[config.mk]
export PLATFORM = sky130hd
export DESIGN_NAME = outmem_scheduler
export DESIGN_NICKNAME = d
export VERILOG_FILES = /design/src/rtl/vm2413_pkg.sv /design/src/rtl/outmem_mix_port.sv /design/src/rtl/outmem_scheduler.sv
export SDC_FILE = /design/constraint.sdc
export NUM_CORES = 1
export LEC_CHECK = 0
export ABC_CLOCK_PERIOD_IN_PS = 2040
export CAP_MARGIN = 20
export CELL_PAD_IN_SITES_DETAIL_PLACEMENT = 1
export CELL_PAD_IN_SITES_GLOBAL_PLACEMENT = 1
export CORE_MARGIN = 2
export CORE_UTILIZATION = 40
export DETAILED_ROUTE_END_ITERATION = 8
export DONT_BUFFER_PORTS = 1
export PLACE_DENSITY_LB_ADDON = 0.12
export SKIP_LAST_GASP = 1
export SLEW_MARGIN = 10
export SYNTH_ARGS = -nofsm -noshare
export SYNTH_HDL_FRONTEND = slang
export SYNTH_SLANG_ARGS = --single-unit
[constraint.sdc]
create_clock -name clk -period 2.04 [get_ports clk]
set_clock_uncertainty 0.05 [all_clocks]
set_input_delay 0.408 -clock clk [delete_from_list [all_inputs] [get_ports clk]]
set_output_delay 0.408 -clock clk [all_outputs]
set_load 0.01 [all_outputs]
[src/rtl/vm2413_pkg.sv]
`default_nettype none
// ============================================================================
// Package  : vm2413
// Brief    : Shared types and constants for the VM2413 operator output memory
//            sequencer.
// Revision : 1.0 - initial release
// ============================================================================
package vm2413;

    // Slot index, 0..17 in use (one spare entry in the output memory)
    typedef logic [4:0] SLOT_TYPE;

    // Operator output word: {sign, 9-bit linear magnitude}
    typedef logic [9:0] SIGNED_LI_TYPE;

    // Operator pipeline stage, 0..3 within one slot
    typedef logic [1:0] STAGE_TYPE;

    localparam int NUM_SLOTS   = 18;
    localparam int INIT_CYCLES = 19;

    // Modulator of a carrier slot lives in the slot just before it
    function automatic SLOT_TYPE prev_slot(input SLOT_TYPE s);
        return s - 5'd1;
    endfunction

endpackage
`default_nettype wire

[src/rtl/outmem_mix_port.sv]
`default_nettype none
// ============================================================================
// Module   : outmem_mix_port
// Brief    : Port-2 owner of the output memory. Operator modulator fetch in
//            stages 0-1, mixer read window in stages 2-3 with a grant latch
//            and a two-stage capture/ack pipeline.
// Revision : 1.0 - initial release
// ============================================================================
module outmem_mix_port
    import vm2413::*;
#(
    parameter int NUM_SLOTS = vm2413::NUM_SLOTS
) (
    input  logic          clk,
    input  logic          reset_n,
    input  logic          run,
    input  STAGE_TYPE     stage,
    input  logic          stage_new,
    input  SLOT_TYPE      slot,
    input  logic          mix_req,
    input  SLOT_TYPE      mix_slot,
    input  SIGNED_LI_TYPE mem_rdata2,
    output logic          mix_ack,
    output SIGNED_LI_TYPE mix_data,
    output SLOT_TYPE      mem_addr2
);

    localparam SLOT_TYPE c_num_slots = SLOT_TYPE'(NUM_SLOTS);

    logic          w_grant;
    SLOT_TYPE      w_addr2;
    logic          r_granted;
    SLOT_TYPE      r_gnt_slot;
    logic          r_gnt_oor;
    logic          r_rd_issue;
    logic          r_rd_valid;
    logic          r_ack;
    SIGNED_LI_TYPE r_data;

    // Only the first clk of stage 2 can grant, which also limits it to one per slot
    assign w_grant = run && (stage == 2'd2) && stage_new && mix_req;

    // Grant latch: holds the mixer address until the operator reclaims the port
    always_ff @(posedge clk or negedge reset_n) begin
        if (!reset_n) begin
            r_granted  <= 1'b0;
            r_gnt_slot <= '0;
            r_gnt_oor  <= 1'b0;
        end else if (w_grant) begin
            r_granted  <= 1'b1;
            r_gnt_slot <= mix_slot;
            r_gnt_oor  <= (mix_slot >= c_num_slots);
        end else if (stage == 2'd0) begin
            r_granted  <= 1'b0;
        end
    end

    // Read pipeline: address issued, memory data valid, then capture with ack
    always_ff @(posedge clk or negedge reset_n) begin
        if (!reset_n) begin
            r_rd_issue <= 1'b0;
            r_rd_valid <= 1'b0;
            r_ack      <= 1'b0;
            r_data     <= '0;
        end else begin
            r_rd_issue <= w_grant;
            r_rd_valid <= r_rd_issue;
            r_ack      <= r_rd_valid;
            if (r_rd_valid) begin
                r_data <= r_gnt_oor ? '0 : mem_rdata2;
            end
        end
    end

    // Address mux; out-of-range mixer slots never reach the memory
    always_comb begin
        w_addr2 = slot;
        if (stage[1]) begin
            if (r_granted && !r_gnt_oor) begin
                w_addr2 = r_gnt_slot;
            end
        end else if (slot[0]) begin
            w_addr2 = prev_slot(slot);
        end
    end

    assign mem_addr2 = w_addr2;
    assign mix_ack   = r_ack;
    assign mix_data  = r_data;

endmodule
`default_nettype wire

[src/rtl/outmem_scheduler.sv]
`default_nettype none
// ============================================================================
// Module   : outmem_scheduler
// Brief    : Sequencer for the VM2413 per-slot operator output memory. Runs
//            the 18-slot x 4-stage timeline, writes operator results back,
//            fetches feedback/modulator operands and shares port 2 with the
//            channel mixer.
// Revision : 1.0 - initial release
// ============================================================================
module outmem_scheduler
    import vm2413::*;
#(
    parameter int NUM_SLOTS   = vm2413::NUM_SLOTS,
    parameter int INIT_CYCLES = vm2413::INIT_CYCLES
) (
    input  logic          clk,
    input  logic          reset_n,
    input  logic          clkena,
    input  logic          op_valid,
    input  SIGNED_LI_TYPE op_data,
    input  logic          mix_req,
    input  SLOT_TYPE      mix_slot,
    output logic          mix_ack,
    output SIGNED_LI_TYPE mix_data,
    output SLOT_TYPE      slot,
    output STAGE_TYPE     stage,
    output SIGNED_LI_TYPE fb_data,
    output SIGNED_LI_TYPE mod_data,
    output logic          sample_strobe,
    output logic          init_busy,
    output logic          mem_wr,
    output SLOT_TYPE      mem_addr,
    output SIGNED_LI_TYPE mem_wdata,
    input  SIGNED_LI_TYPE mem_rdata,
    output SLOT_TYPE      mem_addr2,
    input  SIGNED_LI_TYPE mem_rdata2
);

    localparam logic [0:0] ST_INIT = 1'b0;
    localparam logic [0:0] ST_RUN  = 1'b1;

    localparam int                 c_cnt_w     = $clog2(INIT_CYCLES + 1);
    localparam logic [c_cnt_w-1:0] c_init_last = c_cnt_w'(INIT_CYCLES - 1);
    localparam SLOT_TYPE           c_last_slot = SLOT_TYPE'(NUM_SLOTS - 1);

    logic [0:0]         r_state;
    logic [c_cnt_w-1:0] r_init_cnt;
    SLOT_TYPE           r_slot;
    STAGE_TYPE          r_stage;
    logic               r_stage_new;
    logic               r_strobe;
    SIGNED_LI_TYPE      r_fb;
    SIGNED_LI_TYPE      r_mod;
    logic               w_run;
    logic               w_advance;
    logic               w_wr;

    assign w_run     = (r_state == ST_RUN);
    assign w_advance = w_run && clkena;

    // INIT/RUN sequencer with slot/stage counters and the frame strobe
    always_ff @(posedge clk or negedge reset_n) begin
        if (!reset_n) begin
            r_state     <= ST_INIT;
            r_init_cnt  <= '0;
            r_slot      <= '0;
            r_stage     <= '0;
            r_stage_new <= 1'b0;
            r_strobe    <= 1'b0;
        end else begin
            r_stage_new <= 1'b0;
            r_strobe    <= 1'b0;
            case (r_state)
                ST_INIT: begin
                    // Memory self-clear runs on every clk, so clkena is ignored here
                    if (r_init_cnt == c_init_last) begin
                        r_state     <= ST_RUN;
                        r_stage_new <= 1'b1;
                    end else begin
                        r_init_cnt <= r_init_cnt + 1'b1;
                    end
                end
                default: begin
                    if (clkena) begin
                        r_stage     <= r_stage + 2'd1;
                        r_stage_new <= 1'b1;
                        if (r_stage == 2'd3) begin
                            if (r_slot == c_last_slot) begin
                                r_slot   <= '0;
                                r_strobe <= 1'b1;
                            end else begin
                                r_slot <= r_slot + 5'd1;
                            end
                        end
                    end
                end
            endcase
        end
    end

    // Operand capture on the edge leaving stage 1; modulator only for carriers
    always_ff @(posedge clk or negedge reset_n) begin
        if (!reset_n) begin
            r_fb  <= '0;
            r_mod <= '0;
        end else if (w_advance && (r_stage == 2'd1)) begin
            r_fb <= mem_rdata;
            if (r_slot[0]) begin
                r_mod <= mem_rdata2;
            end
        end
    end

    // Write-back lands on the edge leaving stage 3 of the slot
    assign w_wr      = w_advance && (r_stage == 2'd3) && op_valid;
    assign mem_wr    = w_wr;
    assign mem_wdata = w_wr ? op_data : '0;
    assign mem_addr  = r_slot;

    assign slot          = r_slot;
    assign stage         = r_stage;
    assign init_busy     = !w_run;
    assign sample_strobe = r_strobe;
    assign fb_data       = r_fb;
    assign mod_data      = r_mod;

    outmem_mix_port #(
        .NUM_SLOTS (NUM_SLOTS)
    ) u_mix_port (
        .clk        (clk),
        .reset_n    (reset_n),
        .run        (w_run),
        .stage      (r_stage),
        .stage_new  (r_stage_new),
        .slot       (r_slot),
        .mix_req    (mix_req),
        .mix_slot   (mix_slot),
        .mem_rdata2 (mem_rdata2),
        .mix_ack    (mix_ack),
        .mix_data   (mix_data),
        .mem_addr2  (mem_addr2)
    );

endmodule
`default_nettype wire

==> reports/qor.csv, run 1 <==
metric,value,unit
status,finished with violations,
failing checks,setup timing,
Vias,1632,
Worst Min Path Start,mem_rdata2[6],
Area Overhead vs Synth,12.2,%
sequential cell area fraction in the yosys report,52.9,%
Switching Fraction,35.6,%
Finished Layout Cells,305,
Cells after Synth,216,
total congestion overflow,0,
DRC viols,0,
"commonest non-fill, non-tap cells in the layout","54 x dfrtp_1, 27 x mux2_2, 20 x inv_1",
worst-margin pin slew,526,ps
worst min path class,in -> reg,
critical path capture point type,output pin,
"FF+latch count, synth",55,
nets,277,
"Hold Vio Cnt, Final",0,
Power Density,1470,mW/mm^2
Overall Global Routing Usage,15.1,%
die width,84.7,um
Fill cells,676,
drt wl/cell,17.6,um
Core Region,0.00631,sq mm
initial antenna violation count,0,
critical path startpoint category,flip-flop,
IO Pins,101,
Pre-Repair DR Iteration Count,4,
row count,29,
worst skew pair latency,300,ps
Pleak,1.33,nW
Hold Crit Endpoint,u_mix_port.mix_data[6]$_DFFE_PN0P_,
DRT Wirelength,5380,um
Clk pwr share,19.3,%
First DRT Iteration DRCs,30,
Final WS setup,-7.93,ps
Synth Area per Inst,12.0,sq um
Tcrit/Tclk final,100,%
Final min period,2050,ps
Starting Density,41.2,%
Syn Nets,266,
largest net degree at the start of global routing,56,
Bufs on Longest Clock Path,2,
CP max FO,3,
first-pass GRT wire length,8670,um
Peak Freq,0.488,GHz
Clock Tree Root,clkbuf_8,
Inst Count DP,288,
reg2reg end,mod_data[8]$_DFFE_PN0P_,
Pint,2.77,mW
diode count,0,
clk sinks,55,
RSZ-0062 raised after global routing,true,
clk slew on worst S/H paths,100,ps
clock buffer count from CTS,5,
synthesized area,0.00260,sq mm
"Data required, critical path",1580,ps
Worst Reg-to-Reg Cells,5,
CTS tree,done,
VDD IR max,0.653,mV
Crit Path Class,reg -> out,
# setup viols final,1,
H-Tree Level Count,2,
Net Switching,1.53,mW
"most common cell after layout, fill and taps aside",dfrtp_1,
Hold Path Stages,2,
GP Congestion,0.745,
HPWL after DPL,3990,um
Die Height,84.7,um
combinational group share of total power,34.6,%
Layout Utilization,46.2,%
via/cell ratio,5.35,
Die Area,0.00717,sq mm
final max-slew violation count,0,
power share of the sequential group,46.1,%
R2R setup slack,310,ps
input/output buffers,0,
Slew headroom,64.9,%
worst r2r src,stage[1]$_DFFE_PN0P_,
antenna-violating nets left,0,
Synth Warn #,0,
fraction of layout cells with a size suffix above 1,28.5,%
vias in the first global route,1726,
Max-Cap Viols,0,
Cell variety after synth,30,
Arrival @ worst endpoint,1590,ps
## worst max-delay path by stage
stage | startpoint | endpoint | slack [ps] | cells after the start
after floorplan | mem_addr[0]$_DFFE_PN0P_ | mem_addr2[4] | 140 | 5
after global placement | mem_addr[0]$_DFFE_PN0P_ | mem_addr2[4] | 280 | 6
after detailed placement | stage[1]$_DFFE_PN0P_ | mem_wdata[0] | 230 | 3
after CTS | mem_addr[0]$_DFFE_PN0P_ | mem_addr2[4] | -30 | 6
after global routing | mem_addr[0]$_DFFE_PN0P_ | mem_addr2[4] | -120 | 6
final | mem_addr[1]$_DFFE_PN0P_ | mem_addr2[4] | -8 | 6
## state kept, by name (all words and copies together), names as in the netlist
signal	cells
mem_addr	5
mod_data	10
sample_strobe	1
u_mix_port.r_rd_valid	1
u_mix_port.r_rd_issue	1
r_init_cnt	5
r_stage_new	1
u_mix_port.r_gnt_oor	1
u_mix_port.r_granted	1
u_mix_port.r_gnt_slot	5
fb_data	10
u_mix_port.mix_data	10
stage	2
u_mix_port.mix_ack	1
r_state	1
## area by class of cell
cell class	count	area, sq um	area share [%]
Clock buffer	6	72.6	2.49
Clock inverter	2	60.1	2.06
Inverter	22	82.6	2.83
Multi-Input combinational cell	124	1060	36.3
Sequential cell	55	1380	47.2
Tap cell	77	96.3	3.30
Timing Repair Buffer	19	169	5.79
## metrics by stage
stage	cell area (sq um)	power (mW)	worst slack, ps	hold WS [ps]	setup TNS [ps]
2_1_floorplan	2600	2.96	136	62.4	0
3_3_place_gp	2670	3.24	281	63.7	0
3_5_place_dp	2670	3.32	231	63.7	0
4_1_cts	2870	4.27	-29.0	155	-29.0
5_1_grt	2920	4.59	-122	176	-187
6_report	2920	4.29	-7.93	172	-7.93
## power by group through the flow
stage	Clock, mW	Sequential, mW	Combinational [mW]
after global placement	0	1.99	1.25
after CTS	0.870	2.01	1.39
final	0.830	1.98	1.48
after floorplan	0	1.97	0.983
after detailed placement	0	2.03	1.30
after global routing	0.901	2.04	1.65
## cell usage after synthesis (all sizes together)
| library cell | instances | area share [%] |
|---|---|---|
| and4bb | 1 | 0.48 |
| buf | 12 | 3.7 |
| xnor2 | 5 | 1.7 |
| nor2 | 3 | 0.43 |
| nand2 | 8 | 1.2 |
| mux2i | 8 | 3.1 |
| nor4b | 1 | 0.34 |
| nand3b | 8 | 2.3 |
| o21ai | 15 | 2.9 |
| clkbuf | 3 | 0.43 |
| and3 | 11 | 2.6 |
| nand4 | 5 | 2.4 |
| a31o | 1 | 0.34 |
| nand4bb | 1 | 0.43 |
| o31ai | 1 | 0.29 |
| a21oi | 4 | 0.77 |
| a31oi | 1 | 0.48 |
| and2 | 1 | 0.24 |
| mux2 | 27 | 12 |
| ha | 10 | 4.8 |
| xor2 | 2 | 0.67 |
| inv | 22 | 3.2 |
| dfrtp | 55 | 53 |
| nor3 | 3 | 0.58 |
| nor2b | 2 | 0.48 |
| nand3 | 6 | 1.6 |
## kinds of logic (layout without fill, tap and decap cells)
family	after synthesis	count (layout)	synth area share (%)
muxes	35	35	14.8
and+or+nand+nor	50	50	13.1
AOI/OAI and AO/OA	22	22	4.76
adders and majority gates	10	10	4.81
DFF	55	55	52.9
buffers and inverters	37	49	7.36
xor gates and xnor gates	7	7	2.36
## layer usage
layer | global-route usage [%] | part of all wire (%) | wire [um]
met1 | 17.7 | 39 | 2090
met2 | 27.3 | 55 | 2950
met3 | 4.62 | 6.1 | 326
met4 | 3.46 | 0.30 | 16
met5 | 0 | 0 | 0
## worst max-delay path, stage by stage (launching register included)
cell and delay [ps]:
dfrtp_1 380, inv_2 70, ha_4 160, and4bb_2 230
xnor2_1 120, mux2i_1 170, buf_4 150
## what timing repair did
action / 4_1_cts / 5_1_grt
gates resized for setup: 7 / 3
endpoints found under the hold margin: 55 / 0
pin swaps: 2 / 0
hold buffers: 2 / 0
setup buffers: 2 / 5
setup endpoints to repair: 13 / 15
(Power assumes the default switching activity.)
==> inputs of run 2 (changes only) <==
--- a/config.mk
+++ b/config.mk
@@ -14,4 +14,5 @@
 export DETAILED_ROUTE_END_ITERATION = 8
 export DONT_BUFFER_PORTS = 1
+export GPL_TIMING_DRIVEN = 0
 export PLACE_DENSITY_LB_ADDON = 0.12
 export SKIP_LAST_GASP = 1
--- a/constraint.sdc
+++ b/constraint.sdc
@@ -3,3 +3,3 @@
 set_input_delay 0.408 -clock clk [delete_from_list [all_inputs] [get_ports clk]]
 set_output_delay 0.408 -clock clk [all_outputs]
-set_load 0.01 [all_outputs]
+set_load 0.02 [all_outputs]
==> reports/qor.csv, run 2 (synthesis gave the netlist of run 1 again) <==
metric,value,unit
DRC viols,0,
CP Cell Sequence,inv_4 -> ha_4 -> and4bb_2 -> xnor2_2 -> mux2i_4,
CP Buf/Inv Count,1,
"commonest non-fill, non-tap cells in the layout","50 x dfrtp_1, 27 x mux2_2, 20 x inv_1",
reg2reg end,mod_data[7]$_DFFE_PN0P_,
R2R setup slack,240,ps
via/cell ratio,5.32,
diode count,0,
Worst Reg-to-Reg Cells,4,
Power Density,1540,mW/mm^2
CP Depth,5,
clock buffer count from CTS,5,
first-pass GRT wire length,9540,um
Worst Min Path Start,mem_rdata2[6],
register area,0.00138,sq mm
failing checks,setup timing,
Peak Freq,0.460,GHz
# setup viols final,9,
Arrival @ worst endpoint,1720,ps
Final WS setup,-135,ps
final max-slew violation count,0,
DRT Wirelength,5760,um
RSZ-0062 raised after global routing,true,
critical path startpoint category,flip-flop,
Die Height,84.7,um
clk sinks,55,
Tcrit/Tclk final,107,%
worst r2r src,stage[1]$_DFFE_PN0P_,
Max-Cap Viols,0,
First DRT Iteration DRCs,34,
nets,280,
CP max FO,7,
clk slew on worst S/H paths,100,ps
largest net degree at the start of global routing,56,
Final min period,2180,ps
Pleak,1.30,nW
IO Pins,101,
drt wl/cell,18.7,um
largest delay contributor family on the critical path,flip-flops,
HPWL after DPL,4170,um
Bufs on Longest Clock Path,2,
CTS tree,done,
Vias,1640,
Worst Setup SP,mem_addr[0]$_DFFE_PN0P_,
Overall Global Routing Usage,16.4,%
Hold Path Stages,2,
Die Area,0.00717,sq mm
total congestion overflow,0,
"Data required, critical path",1580,ps
worst min path class,in -> reg,
die width,84.7,um
fraction of layout cells with a size suffix above 1,36.8,%
input/output buffers,0,
GP Congestion,0.807,
"Hold Vio Cnt, Final",0,
worst-margin pin slew,469,ps
Fill cells,667,
VDD IR max,0.793,mV
Pre-Repair DR Iteration Count,4,
slowest cell on the critical path,dfrtp_2,
worst hold slack,177,ps
vias in the first global route,1929,
Slew headroom,68.7,%
Area Overhead vs Synth,16.3,%
Clock Tree Root,clkbuf_8,
crit path to,mem_addr2[4],
critical path capture point type,output pin,
antenna-violating nets left,0,
worst skew pair latency,300,ps
"most common cell after layout, fill and taps aside",dfrtp_1,
setup TNS,-639,ps
area of the multi-input gates,0.00116,sq mm
CP peak stage delay,530,ps
Starting Density,41.2,%
Core Region,0.00631,sq mm
initial antenna violation count,0,
H-Tree Level Count,2,
status,finished with violations,
row count,29,
Crit Path Class,reg -> out,
[run 2: repair_timing]
item,4_1_cts,5_1_grt
setup endpoints to repair,15,14
hold buffers,2,0
setup buffers,5,1
resized for setup,33,10
hold endpoints to repair,55,0
pin swaps,7,4
[run 2: per-layer routing]
layer  vias to the layer above  share of wire, %  track usage, %
met4                         0              0.31            2.16
met5                         -                 0               0
met3                         2               7.3            5.31
met1                       813                37            18.3
met2                        71                55            31.1
li1                        754                 -               -
[run 2: power by group]
part | switching [mW] | internal, mW | leakage (nW)
combinational | 0.794 | 0.750 | 0.576
clock | 0.356 | 0.404 | 0.0618
sequential | 0.833 | 1.53 | 0.666
total | 1.98 | 2.68 | 1.30
[run 2: area by class of cell]
| class | count | area share (%) |
|---|---|---|
| inverters | 22 | 2.89 |
| plain buffers | 14 | 3.22 |
| clock inverters | 2 | 1.28 |
| multi-input cells | 124 | 38.4 |
| flip-flops and latches | 55 | 45.7 |
| repair buffers | 8 | 2.65 |
| clock buffers | 6 | 2.73 |
| well taps | 77 | 3.18 |
[run 2: worst min-delay path by stage]
stage,slack [ps],endpoint
floorplan,60,fb_data[0]$_DFFE_PN0P_
global placement,60,fb_data[2]$_DFFE_PN0P_
detailed placement,60,fb_data[2]$_DFFE_PN0P_
CTS,160,u_mix_port.mix_data[6]$_DFFE_PN0P_
global route,170,u_mix_port.mix_data[6]$_DFFE_PN0P_
finish,180,u_mix_port.mix_data[6]$_DFFE_PN0P_
[run 2: stage by stage]
stage | utilization [%] | total power, mW | area [sq um] | worst slack (ps) | std cells
final | 47.9 | 4.66 | 3030 | -135 | 308
after global routing | 47.9 | 4.97 | 3030 | -200 | 308
after CTS | 47.3 | 4.69 | 2980 | -149 | 307
after detailed placement | 42.8 | 3.69 | 2700 | -89.5 | 293
after global placement | 42.8 | 3.58 | 2700 | -45.5 | 293
after floorplan | - | 3.33 | 2610 | 111 | 216
[run 2: worst register-to-register path: cells and delay by family, from the launching register on]
| family | cells | cell delay [ps] |
|---|---|---|
| buffers and inverters | 1 | 220 |
| muxes | 1 | 350 |
| and+or+nand+nor | 1 | 230 |
| adders and majority gates | 1 | 300 |
| DFF | 1 | 540 |
==> inputs of run 3 (changes only) <==
PLACE_DENSITY = 0.77   (was unset)
PLACE_DENSITY_LB_ADDON = unset   (was 0.12)
==> reports/qor.csv, run 3 (synthesis gave the netlist of run 1 again) <==
metric,value,unit
Worst Setup SP,mem_addr[0]$_DFFE_PN0P_,
Die Height,84.7,um
Pre-Repair DR Iteration Count,4,
worst hold slack,186,ps
"Data required, critical path",1580,ps
"commonest non-fill, non-tap cells in the layout","50 x dfrtp_1, 27 x mux2_2, 20 x inv_1",
Overall Global Routing Usage,15.1,%
CP Buf/Inv Count,1,
"Hold Vio Cnt, Final",0,
worst r2r src,stage[1]$_DFFE_PN0P_,
RSZ-0062 raised after global routing,true,
status,finished with violations,
Placed Area,0.00270,sq mm
Arrival @ worst endpoint,1700,ps
CP max FO,7,
Die Area,0.00717,sq mm
Final WS setup,-123,ps
die width,84.7,um
met1 wire length,2120,um
via/cell ratio,5.26,
Clock Tree Root,clkbuf_8,
fin area,0.00307,sq mm
worst-margin pin slew,448,ps
drt wl/cell,17.2,um
Max-Cap Viols,0,
met3 WL,421,um
Core Region,0.00631,sq mm
slowest cell on the critical path,dfrtp_2,
Starting Density,41.2,%
worst min path class,in -> reg,
# setup viols final,13,
clk sinks,55,
critical path startpoint category,flip-flop,
DRT Wirelength,5410,um
Slew headroom,70.2,%
Bufs on Longest Clock Path,2,
clk slew on worst S/H paths,100,ps
IO Pins,101,
first-pass GRT wire length,8630,um
Final min period,2160,ps
H-Tree Level Count,2,
worst skew pair latency,300,ps
Layout Utilization,48.6,%
Pleak,1.34,nW
Crit Path Class,reg -> out,
final max-slew violation count,0,
vias in the first global route,1768,
First DRT Iteration DRCs,32,
largest delay contributor family on the critical path,flip-flops,
Peak Freq,0.462,GHz
total congestion overflow,0,
HPWL after DPL,3940,um
Worst Min Path Start,mem_rdata2[6],
GP Congestion,0.688,
fraction of layout cells with a size suffix above 1,38.7,%
largest net degree at the start of global routing,56,
input/output buffers,0,
clock buffer count from CTS,5,
CP Cell Sequence,inv_2 -> ha_4 -> and4bb_2 -> xnor2_2 -> mux2i_4,
critical path capture point type,output pin,
VDD IR max,0.697,mV
met2 WL,2840,um
CTS tree,done,
antenna-violating nets left,0,
"most common cell after layout, fill and taps aside",dfrtp_1,
Max Used Layer,met4,
failing checks,setup timing,
Power Density,1510,mW/mm^2
nets,287,
Vias,1657,
row count,29,
diode count,0,
CP peak stage delay,520,ps
Area Overhead vs Synth,17.9,%
Tcrit/Tclk final,106,%
DRC viols,0,
initial antenna violation count,0,
-- run 3: cell types whose count changed in the layout (fill, tap and decap cells not counted), sizes merged --
| cell | previous run | this run |
|---|---|---|
| inv | 23 | 22 |
| buf | 18 | 25 |
| clkinv | 0 | 1 |
-- run 3: final cells by class --
cell class | instances | area (sq um)
clock buffer | 6 | 82.6
multi-input combinational | 124 | 1150
inverter | 22 | 82.6
sequential | 55 | 1380
buffer | 14 | 97.6
fill | 686 | 3240
timing repair buffer | 15 | 140
tap | 77 | 96.3
clock inverter | 2 | 35.0
-- run 3: path summary, 6_finish.rpt --
path                                                            to  cells past startpoint  slack, ps
worst max-delay path                                  mem_addr2[4]                      5       -120
worst min-delay path            u_mix_port.mix_data[6]$_DFFE_PN0P_                      2        190
worst max register to register             mod_data[0]$_DFFE_PN0P_                      4        270
worst min register to register     u_mix_port.r_rd_valid$_DFF_PN0_                      0        310
max in group asynchronous                     stage[1]$_DFFE_PN0P_                      2       1120
min in group asynchronous       u_mix_port.mix_data[6]$_DFFE_PN0P_                      2        570
-- run 3: power by group --
group          total, mW  internal (mW)  leakage (nW)  switching, mW
Combinational       1.55          0.789         0.612          0.763
Clock              0.735          0.397        0.0612          0.338
Sequential          2.36           1.53         0.666          0.832
Total               4.65           2.72          1.34           1.93
-- run 3: repair_timing --
item,CTS,global route
pin swaps,9,7
hold buffers,2,0
endpoints found under the hold margin,55,0
setup endpoints to repair,14,14
buffers inserted,8,5
resized for setup,37,5
-- run 3: metal layers --
layer	global-route usage, %	vias to the layer above
met3	4.52	4
li1	-	765
met2	27.6	73
met4	3.90	0
met1	17.1	815
met5	0	-
-- run 3: worst reg2reg max path, delay by kind of cell (launching register included) --
kind          cells  cell delay [ps]
mux               1              340
simple gates      1              230
buf+inv           1              200
fa+ha+maj         1              300
flops             1              540
-- run 3: stage by stage --
step                power [mW]  setup WS [ps]  setup TNS, ps  std cells
floorplan                 3.33            111              0        216
global placement          3.58          -41.5           -195        293
detailed placement        3.66          -62.3           -376        293
CTS                       4.66           -140           -847        311
global route              4.93           -178          -1280        315
finish                    4.65           -123           -489        315
